`src/rtl/arm_mc_controller.sv`:
```
// Multicycle ARM control FSM: sequences fetch/decode/execute over a shared memory port and ALU.
// Optional MC_PERF_CNT_EN adds the InstrRetired counter output.
module arm_mc_controller #(
    parameter logic [3:0] RESET_STATE = 4'd0
) (
    input  logic        clk,
    input  logic        reset,
    input  logic [31:0] Instr,
    input  logic [3:0]  ALUFlags,
    output logic        PCWrite,
    output logic        AdrSrc,
    output logic        MemWrite,
    output logic        IRWrite,
    output logic [1:0]  ResultSrc,
    output logic [1:0]  ALUControl,
    output logic        ALUSrcA,
    output logic [1:0]  ALUSrcB,
    output logic [1:0]  ImmSrc,
    output logic [1:0]  RegSrc,
    output logic        RegWrite,
    output logic        IllegalInstr,
`ifdef MC_PERF_CNT_EN
    output logic [31:0] InstrRetired,
`endif
    output logic [3:0]  state_dbg
);

    typedef enum logic [3:0] {
        FETCH    = 4'd0,
        DECODE   = 4'd1,
        MEMADR   = 4'd2,
        MEMREAD  = 4'd3,
        MEMWB    = 4'd4,
        MEMWRITE = 4'd5,
        EXECUTER = 4'd6,
        EXECUTEI = 4'd7,
        ALUWB    = 4'd8,
        BRANCH   = 4'd9
    } state_t;

    state_t     state_q, state_d;
    logic [3:0] flags_q, flags_d;

    logic [3:0] cond;
    logic [1:0] op;
    logic [5:0] funct;
    logic [3:0] rd;
    logic [3:0] cmd;
    logic       s_bit;
    logic       unused_instr_bits;

    assign cond  = Instr[31:28];
    assign op    = Instr[27:26];
    assign funct = Instr[25:20];
    assign rd    = Instr[15:12];
    assign cmd   = funct[4:1];
    assign s_bit = funct[0];
    assign unused_instr_bits = ^{Instr[19:16], Instr[11:0]};

    logic flag_n, flag_z, flag_c, flag_v;
    assign {flag_n, flag_z, flag_c, flag_v} = flags_q;

    logic cond_ex;
    always_comb begin
        cond_ex = 1'b0;
        case (cond)
            4'b0000: cond_ex = flag_z;
            4'b0001: cond_ex = !flag_z;
            4'b0010: cond_ex = flag_c;
            4'b0011: cond_ex = !flag_c;
            4'b0100: cond_ex = flag_n;
            4'b0101: cond_ex = !flag_n;
            4'b0110: cond_ex = flag_v;
            4'b0111: cond_ex = !flag_v;
            4'b1000: cond_ex = flag_c && !flag_z;
            4'b1001: cond_ex = !flag_c || flag_z;
            4'b1010: cond_ex = (flag_n == flag_v);
            4'b1011: cond_ex = (flag_n != flag_v);
            4'b1100: cond_ex = !flag_z && (flag_n == flag_v);
            4'b1101: cond_ex = flag_z || (flag_n != flag_v);
            4'b1110: cond_ex = 1'b1;
            default: cond_ex = 1'b0;
        endcase
    end

    logic [1:0] dp_alu_ctl;
    logic       dp_legal;
    logic       is_cmp;
    logic       cmd_arith;
    logic       illegal;
    always_comb begin
        dp_alu_ctl = 2'b00;
        dp_legal   = 1'b1;
        case (cmd)
            4'b0100: dp_alu_ctl = 2'b00;
            4'b0010: dp_alu_ctl = 2'b01;
            4'b0000: dp_alu_ctl = 2'b10;
            4'b1100: dp_alu_ctl = 2'b11;
            4'b1010: dp_alu_ctl = 2'b01;
            default: dp_legal   = 1'b0;
        endcase
    end

    assign is_cmp    = (cmd == 4'b1010);
    assign cmd_arith = (cmd == 4'b0100) || (cmd == 4'b0010) || is_cmp;
    assign illegal   = (op == 2'b11) || ((op == 2'b00) && !dp_legal);

    assign ImmSrc    = op;
    assign RegSrc    = {op == 2'b01, op == 2'b10};
    assign state_dbg = state_q;

    always_comb begin
        state_d      = state_q;
        PCWrite      = 1'b0;
        AdrSrc       = 1'b0;
        MemWrite     = 1'b0;
        IRWrite      = 1'b0;
        ResultSrc    = 2'b00;
        ALUControl   = 2'b00;
        ALUSrcA      = 1'b0;
        ALUSrcB      = 2'b00;
        RegWrite     = 1'b0;
        IllegalInstr = 1'b0;
        case (state_q)
            FETCH: begin
                IRWrite   = 1'b1;
                PCWrite   = 1'b1;
                ALUSrcA   = 1'b1;
                ALUSrcB   = 2'b10;
                ResultSrc = 2'b10;
                state_d   = DECODE;
            end
            DECODE: begin
                ALUSrcA      = 1'b1;
                ALUSrcB      = 2'b10;
                ResultSrc    = 2'b10;
                IllegalInstr = illegal;
                if (illegal)            state_d = FETCH;
                else if (op == 2'b01)   state_d = MEMADR;
                else if (op == 2'b10)   state_d = BRANCH;
                else if (funct[5])      state_d = EXECUTEI;
                else                    state_d = EXECUTER;
            end
            MEMADR: begin
                ALUSrcB    = 2'b01;
                ALUControl = funct[3] ? 2'b00 : 2'b01;
                state_d    = funct[0] ? MEMREAD : MEMWRITE;
            end
            MEMREAD: begin
                AdrSrc  = 1'b1;
                state_d = MEMWB;
            end
            MEMWB: begin
                ResultSrc = 2'b01;
                RegWrite  = cond_ex;
                PCWrite   = cond_ex && (rd == 4'd15);
                state_d   = FETCH;
            end
            MEMWRITE: begin
                AdrSrc   = 1'b1;
                MemWrite = cond_ex;
                state_d  = FETCH;
            end
            EXECUTER, EXECUTEI: begin
                ALUSrcB    = (state_q == EXECUTEI) ? 2'b01 : 2'b00;
                ALUControl = dp_alu_ctl;
                state_d    = ALUWB;
            end
            ALUWB: begin
                ResultSrc = 2'b00;
                RegWrite  = cond_ex && !is_cmp;
                PCWrite   = cond_ex && (rd == 4'd15);
                state_d   = FETCH;
            end
            BRANCH: begin
                ALUSrcB   = 2'b01;
                ResultSrc = 2'b10;
                PCWrite   = cond_ex;
                state_d   = FETCH;
            end
            default: state_d = FETCH;
        endcase
        // Reset gates every enable and parks the selects on their fetch values.
        if (reset) begin
            PCWrite      = 1'b0;
            MemWrite     = 1'b0;
            IRWrite      = 1'b0;
            RegWrite     = 1'b0;
            IllegalInstr = 1'b0;
            AdrSrc       = 1'b0;
            ALUSrcA      = 1'b1;
            ALUSrcB      = 2'b10;
            ALUControl   = 2'b00;
            ResultSrc    = 2'b10;
        end
    end

    // C and V are only meaningful for the arithmetic commands; logical ops keep them.
    always_comb begin
        flags_d = flags_q;
        if (((state_q == EXECUTER) || (state_q == EXECUTEI)) && (s_bit || is_cmp) && cond_ex) begin
            flags_d[3:2] = ALUFlags[3:2];
            if (cmd_arith) flags_d[1:0] = ALUFlags[1:0];
        end
    end

    always_ff @(posedge clk) begin
        if (reset) begin
            state_q <= state_t'(RESET_STATE);
            flags_q <= 4'b0000;
        end else begin
            state_q <= state_d;
            flags_q <= flags_d;
        end
    end

`ifdef MC_PERF_CNT_EN
    logic [31:0] instr_retired_q, instr_retired_d;
    always_comb begin
        instr_retired_d = instr_retired_q;
        if ((state_d == FETCH) && (state_q != FETCH)) instr_retired_d = instr_retired_q + 32'd1;
    end
    always_ff @(posedge clk) begin
        if (reset) instr_retired_q <= 32'd0;
        else       instr_retired_q <= instr_retired_d;
    end
    assign InstrRetired = instr_retired_q;
`endif

endmodule

```
`config.mk`:
```
export PLATFORM = sky130hd
export DESIGN_NAME = arm_mc_controller
export DESIGN_NICKNAME = d
export VERILOG_FILES = /design/src/rtl/arm_mc_controller.sv
export SDC_FILE = /design/constraint.sdc
export NUM_CORES = 1
export LEC_CHECK = 0
export ABC_AREA = 0
export CELL_PAD_IN_SITES_DETAIL_PLACEMENT = 0
export CELL_PAD_IN_SITES_GLOBAL_PLACEMENT = 1
export CORE_ASPECT_RATIO = 0.6
export CORE_MARGIN = 2
export CORE_UTILIZATION = 26
export CTS_BUF_LIST = sky130_fd_sc_hd__clkbuf_8 sky130_fd_sc_hd__clkbuf_16
export DETAILED_ROUTE_END_ITERATION = 10
export GPL_TIMING_DRIVEN = 0
export HOLD_SLACK_MARGIN = 0.1
export PLACE_DENSITY_LB_ADDON = 0.1
export SLEW_MARGIN = 40
export SYNTH_ARGS = -nofsm -noshare
export SYNTH_HDL_FRONTEND = slang
export SYNTH_SLANG_ARGS = --single-unit
```
`constraint.sdc`:
```
create_clock -name clk -period 2.4 [get_ports clk]
set_input_delay 0.48 -clock clk [delete_from_list [all_inputs] [get_ports clk]]
set_output_delay 0.48 -clock clk [all_outputs]
set_load 0.01 [all_outputs]
```
== Word level (Yosys, flattened, before mapping) ==
Index checks and enable logic that the tools add are counted.
Storage, ports and cells
  flip-flop bits (word level): 8
  input bits: 38
  output and inout bits: 21
  logic and storage cells: 100
Cells by class
  equal/unequal tests: 33
  multiplexer cells: 31
  reductions and logical operators: 33
Operators with widths (count)
  4-bit == test (second input constant): 12
  4-bit by 3-bit == test with 1-bit output (second input constant): 9
  4-bit by 2-bit == test with 1-bit output (second input constant): 5
  4-bit case mux with 5 select lines: 1
  1-bit 2-to-1 mux: 16
  1-bit case mux with 15 select lines: 1
  4-bit zero test: 3
  4-bit 2-to-1 mux: 3
  2-bit case mux with 3 select lines: 2
  2-bit OR reduction: 6
  4-bit by 1-bit == test with 1-bit output (second input constant): 2
  2-bit case mux with 2 select lines: 2
  1-bit logical AND: 7
  1-bit logical OR: 7
  1-bit zero test: 6
  2-bit 2-to-1 mux: 3
  5-bit OR reduction: 1
  2-bit == test (second input constant): 2
  3-bit 2-to-1 mux: 1
  1-bit case mux with 3 select lines: 1
  3-bit OR reduction: 1
  2-bit by 1-bit == test with 1-bit output (second input constant): 1
  2-bit zero test: 1
  1-bit case mux with 2 select lines: 1
  3 further kinds: 3

== Logic depth before layout (Yosys ltp) ==
  depth after elaboration: 8
  depth in mapped cells: 6
  gate-level depth less buffers: 5

== Worst setup path before layout ==
Ideal clock, no wire load.
  path type: input to output
  start: input Instr[31]
  end: output MemWrite
  data arrival time: 1.697 ns
  setup slack: 0.223 ns
  stages: 5
  cell sequence: or3b_4 -> a2111oi_4 -> nor4_2 -> nand3_1 -> nor4b_2
On the way
  word-level cells in the longest chain between the ends: 4
  elaborated cells on any way between the ends: 18
  classes of those cells: eq/ne (14); mux (3); reduce/logical (1)
Ends and longest elaborated chain
  start, declared: RTL line 8  | input logic [31:0] Instr,
  4-bit == test (tied with other cells): RTL line 66  | case (cond)
  1-bit case mux with 15 select lines (*): RTL line 66
  1-bit 2-to-1 mux (*): RTL line 124  | case (state_q)
  1-bit 2-to-1 mux (*): RTL line 184  | if (reset) begin
  end, declared: RTL line 12  | output logic MemWrite,
Mark *: on every way between the ends. The rest lies on a longest branch, timed or not.

== Final worst setup path ==
  start: input Instr[29]
  end: output RegWrite
On the way
  word-level cells in the longest chain between the ends: 5
  elaborated cells on any way between the ends: 19
  classes of those cells: eq/ne (14); mux (3); reduce/logical (2)
Ends and longest elaborated chain
  4-bit == test (tied with other cells): RTL line 66
  1-bit case mux with 15 select lines (*): RTL line 66
  1-bit logical AND: RTL line 171  | RegWrite = cond_ex && !is_cmp;
  1-bit case mux with 2 select lines (*): RTL line 124
  1-bit 2-to-1 mux (*): RTL line 184
  end, declared: RTL line 20  | output logic RegWrite,
Marks and branches as above.

==> impl_metrics.json <==
{
  "run_status": "completed",
  "relSlewSlack_pct": 73.50,
  "drv_slew": 0,
  "grt_pass1_vias": 1111,
  "layout.nets": 228,
  "critPathMaxFanout": 6,
  "synth-seq-cells": 8,
  "fp.dieArea_um2": 4568,
  "layout_min_cycle_time_ps": 2383,
  "cts_tree": "done",
  "clock_skew_ps": 0.1715,
  "hold_viol_final": 0,
  "hold-worst-slack_ps": 585.2,
  "synth_cell_types": 48,
  "synthesis.nets": 175,
  "dr.pass1.iters": 4,
  "syn_area_per_cell_um2": 7.934,
  "gp_congestion": 0.7560,
  "antenna_found_initial": 0,
  "setup_viol": 0,
  "htreeDepth": 1,
  "drt-total-wl_mm": 3.412,
  "drt_iter0_markers": 57,
  "synth_compound_area_share_pct": 21.98,
  "ant_nets": 0,
  "reg2reg_slack_ps": 420,
  "drc": 0,
  "clk_path_buf_depth": 2,
  "synth_fa_ha_area_share_pct": 5.974,
  "worstSetupPathType": "input port to primary output",
  "dpl.hpwl_mm": 2.552,
  "portBuffers": 41,
  "p_leak_nw": 0.6679,
  "timing.rr.end": "flags_q[0]",
  "p_comb_share_pct": 48.0,
  "startpoint_type": "input port",
  "synthMuxAreaShare_pct": 5.735,
  "seq_power_share_pct": 25.2,
  "num_rows": 17,
  "cts_buffers": 3,
  "power.density_nw_per_um2": 351.9,
  "synth_top_area_share_pct": 15.29,
  "cts.sinks": 8,
  "hold_path_class": "register to register",
  "ios": 59,
  "dpl_cell_area_um2": 1516,
  "yosys.area_share.simple_pct": 37.51,
  "clock.fmax_mhz": 419.6,
  "required_ps": 1920,
  "grt_max_degree": 11,
  "core_um2": 3765,
  "worstMarginPinSlew_ps": 392.4,
  "startpoint": "Instr[29]",
  "synth_cells": 132,
  "grtUsageTotal_pct": 15.45,
  "power_switching_mw": 0.1961,
  "yosysTopAreaCell": "dfxtp_1",
  "finalPower_mw": 0.5927,
  "grt_pass1_wl_mm": 5.395,
  "synthFlopType": "dfxtp_1",
  "synthXorXnorAreaFrac_pct": 3.345,
  "synth_warnings": 0,
  "antenna_cells": 0,
  "finalSetupTns_ps": 0,
  "intPower_mw": 0.3966,
  "maxCapViolCount": 0,
  "clock_latency_ps": 220,
  "start_util_pct": 27.82,
  "drive_gt1_share_pct": 26.78,
  "grt.overflow.total": 0,
  "rsz0062_at_grt": "yes",
  "syn_to_final_growth_pct": 60.81,
  "viasPerCell": 5.170,
  "swShare_pct": 33.08,
  "avgRoutedWirePerCell_um": 14.83,
  "timing.rr.start": "flags_q[3]",
  "stdcell_count": 230,
  "yosysSeqAreaShare_pct": 15.29,
  "cts_hold_buffers": 0,
  "crit_path_end": "RegWrite",
  "dieWidth_um": 85.94,
  "design_area_um2": 1684,
  "dpl.cell_count": 220,
  "fillers": 391,
  "synth-async-reset-ratio_pct": 0,
  "fin_crit_sh_pct": 99.30,
  "synth-edff-count": 0,
  "vdd_drop_max_mv": 0.1956,
  "rr_worst_depth": 6,
  "die_h_um": 53.16,
  "cts_root_buf": "clkbuf_8",
  "crit_arrival_ps": 1900,
  "clockPowerShare_pct": 26.9,
  "vias": 1189,
  "cp-end-kind": "primary output",
  "synth.top_cells.by_area": "dfxtp_1 15%, ha_1 6.0%, mux2i_1 5.7%, buf_4 5.7%, nand2b_1 5.4%",
  "path_clk_slew_ps": 40,
  "synth_top_family_by_area": "simple AND/OR/NAND/NOR gates",
  "syn-cell-area_um2": 1047
}
[area by class of cell]
type                    instances  area (um^2)  area share, %
multi-input cells             106        860.8          51.11
repair buffers                 50        451.7          26.82
flip-flops and latches          8        165.2          9.807
plain buffers                  10        83.83          4.978
well taps                      47        58.81          3.492
clock buffers                   3        41.29          2.452
inverters                       6        22.52          1.337
[cells by family after synthesis]
kind of cell,count (synthesis)
adder cells (fa/ha/maj),5
AO/OA/AOI/OAI,30
flip-flops,8
XOR/XNOR,4
AND/OR/NAND/NOR,61
buffers and inverters,18
multiplexers,6
[what timing repair did]
item / in CTS / in global routing
cloned: 2 / 0
setup endpoints to repair: 13 / 6
pin swaps: 7 / 3
setup buffers: 6 / 1
resized for setup: 47 / 9
[synth_stat cells, types with 3 or more instances]
cell / instances
a21oi_1: 5
a31oi_1: 3
and2_1: 5
and3_1: 3
buf_4: 8
dfxtp_1: 8
ha_1: 5
inv_1: 6
mux2i_1: 6
nand2_1: 4
nand2b_1: 9
nand2b_2: 3
nor2_1: 9
nor3_1: 6
nor4b_1: 3
o21ai_0: 5
or2b_1: 4
[state kept, by name (all words and copies together) (netlist names)]
name / count
state_dbg: 4
flags_q: 4
[power groups by stage]
| stage | sequential, mW | combinational (mW) | clock, mW |
|---|---|---|---|
| 2_1_floorplan | 0.152 | 0.138 | 0 |
| 3_3_place_gp | 0.151 | 0.259 | 0 |
| 3_5_place_dp | 0.152 | 0.259 | 0 |
| 4_1_cts | 0.150 | 0.276 | 0.166 |
| 5_1_grt | 0.150 | 0.308 | 0.175 |
| 6_report | 0.149 | 0.284 | 0.159 |
[worst min-delay path by stage]
stage	from	endpoint	slack [ps]	depth (start not counted)
after floorplan	flags_q[1]	flags_q[1]	540	2
after global placement	flags_q[1]	flags_q[1]	590	2
after detailed placement	flags_q[1]	flags_q[1]	580	2
after CTS	flags_q[1]	flags_q[1]	590	2
after global routing	flags_q[1]	flags_q[1]	610	2
final	flags_q[1]	flags_q[1]	590	2
[per-layer routing]
metal / GRT usage, % / part of all wire [%]
met1: 21.81 / 49
met2: 23.64 / 44
met3: 3.744 / 7.2
met4: 3.439 / 0
met5: 0 / 0
[per-stage QoR]
stage / utilization, % / setup slack [ps]
after global routing: 44.73 / -51.01
after CTS: 43.87 / 0.3144
after floorplan: - / 222.7
after global placement: 40.28 / -838.7
final: 44.73 / 16.91
after detailed placement: 40.28 / -829.3
[cell usage in the layout (no fill, tap or decap), types with 5 or more instances in the layout]
cell             instances
a21oi_1                  5
buf_2                    5
buf_4                   14
clkdlybuf4s50_1         28
dfxtp_1                  6
dlygate4sd2_1            6
ha_1                     5
inv_1                    6
mux2i_1                  6
nand2b_1                 9
nor2_1                   9
nor3_1                   5
o21ai_0                  5
[worst max-delay path, stage by stage]
cell and delay, ps:
clkdlybuf4s15_2 240, mux2i_1 130, and3_1 180, nor4_2 360
nand3_2 150, and3_1 220, buf_2 140
(Power assumes the default switching activity.)
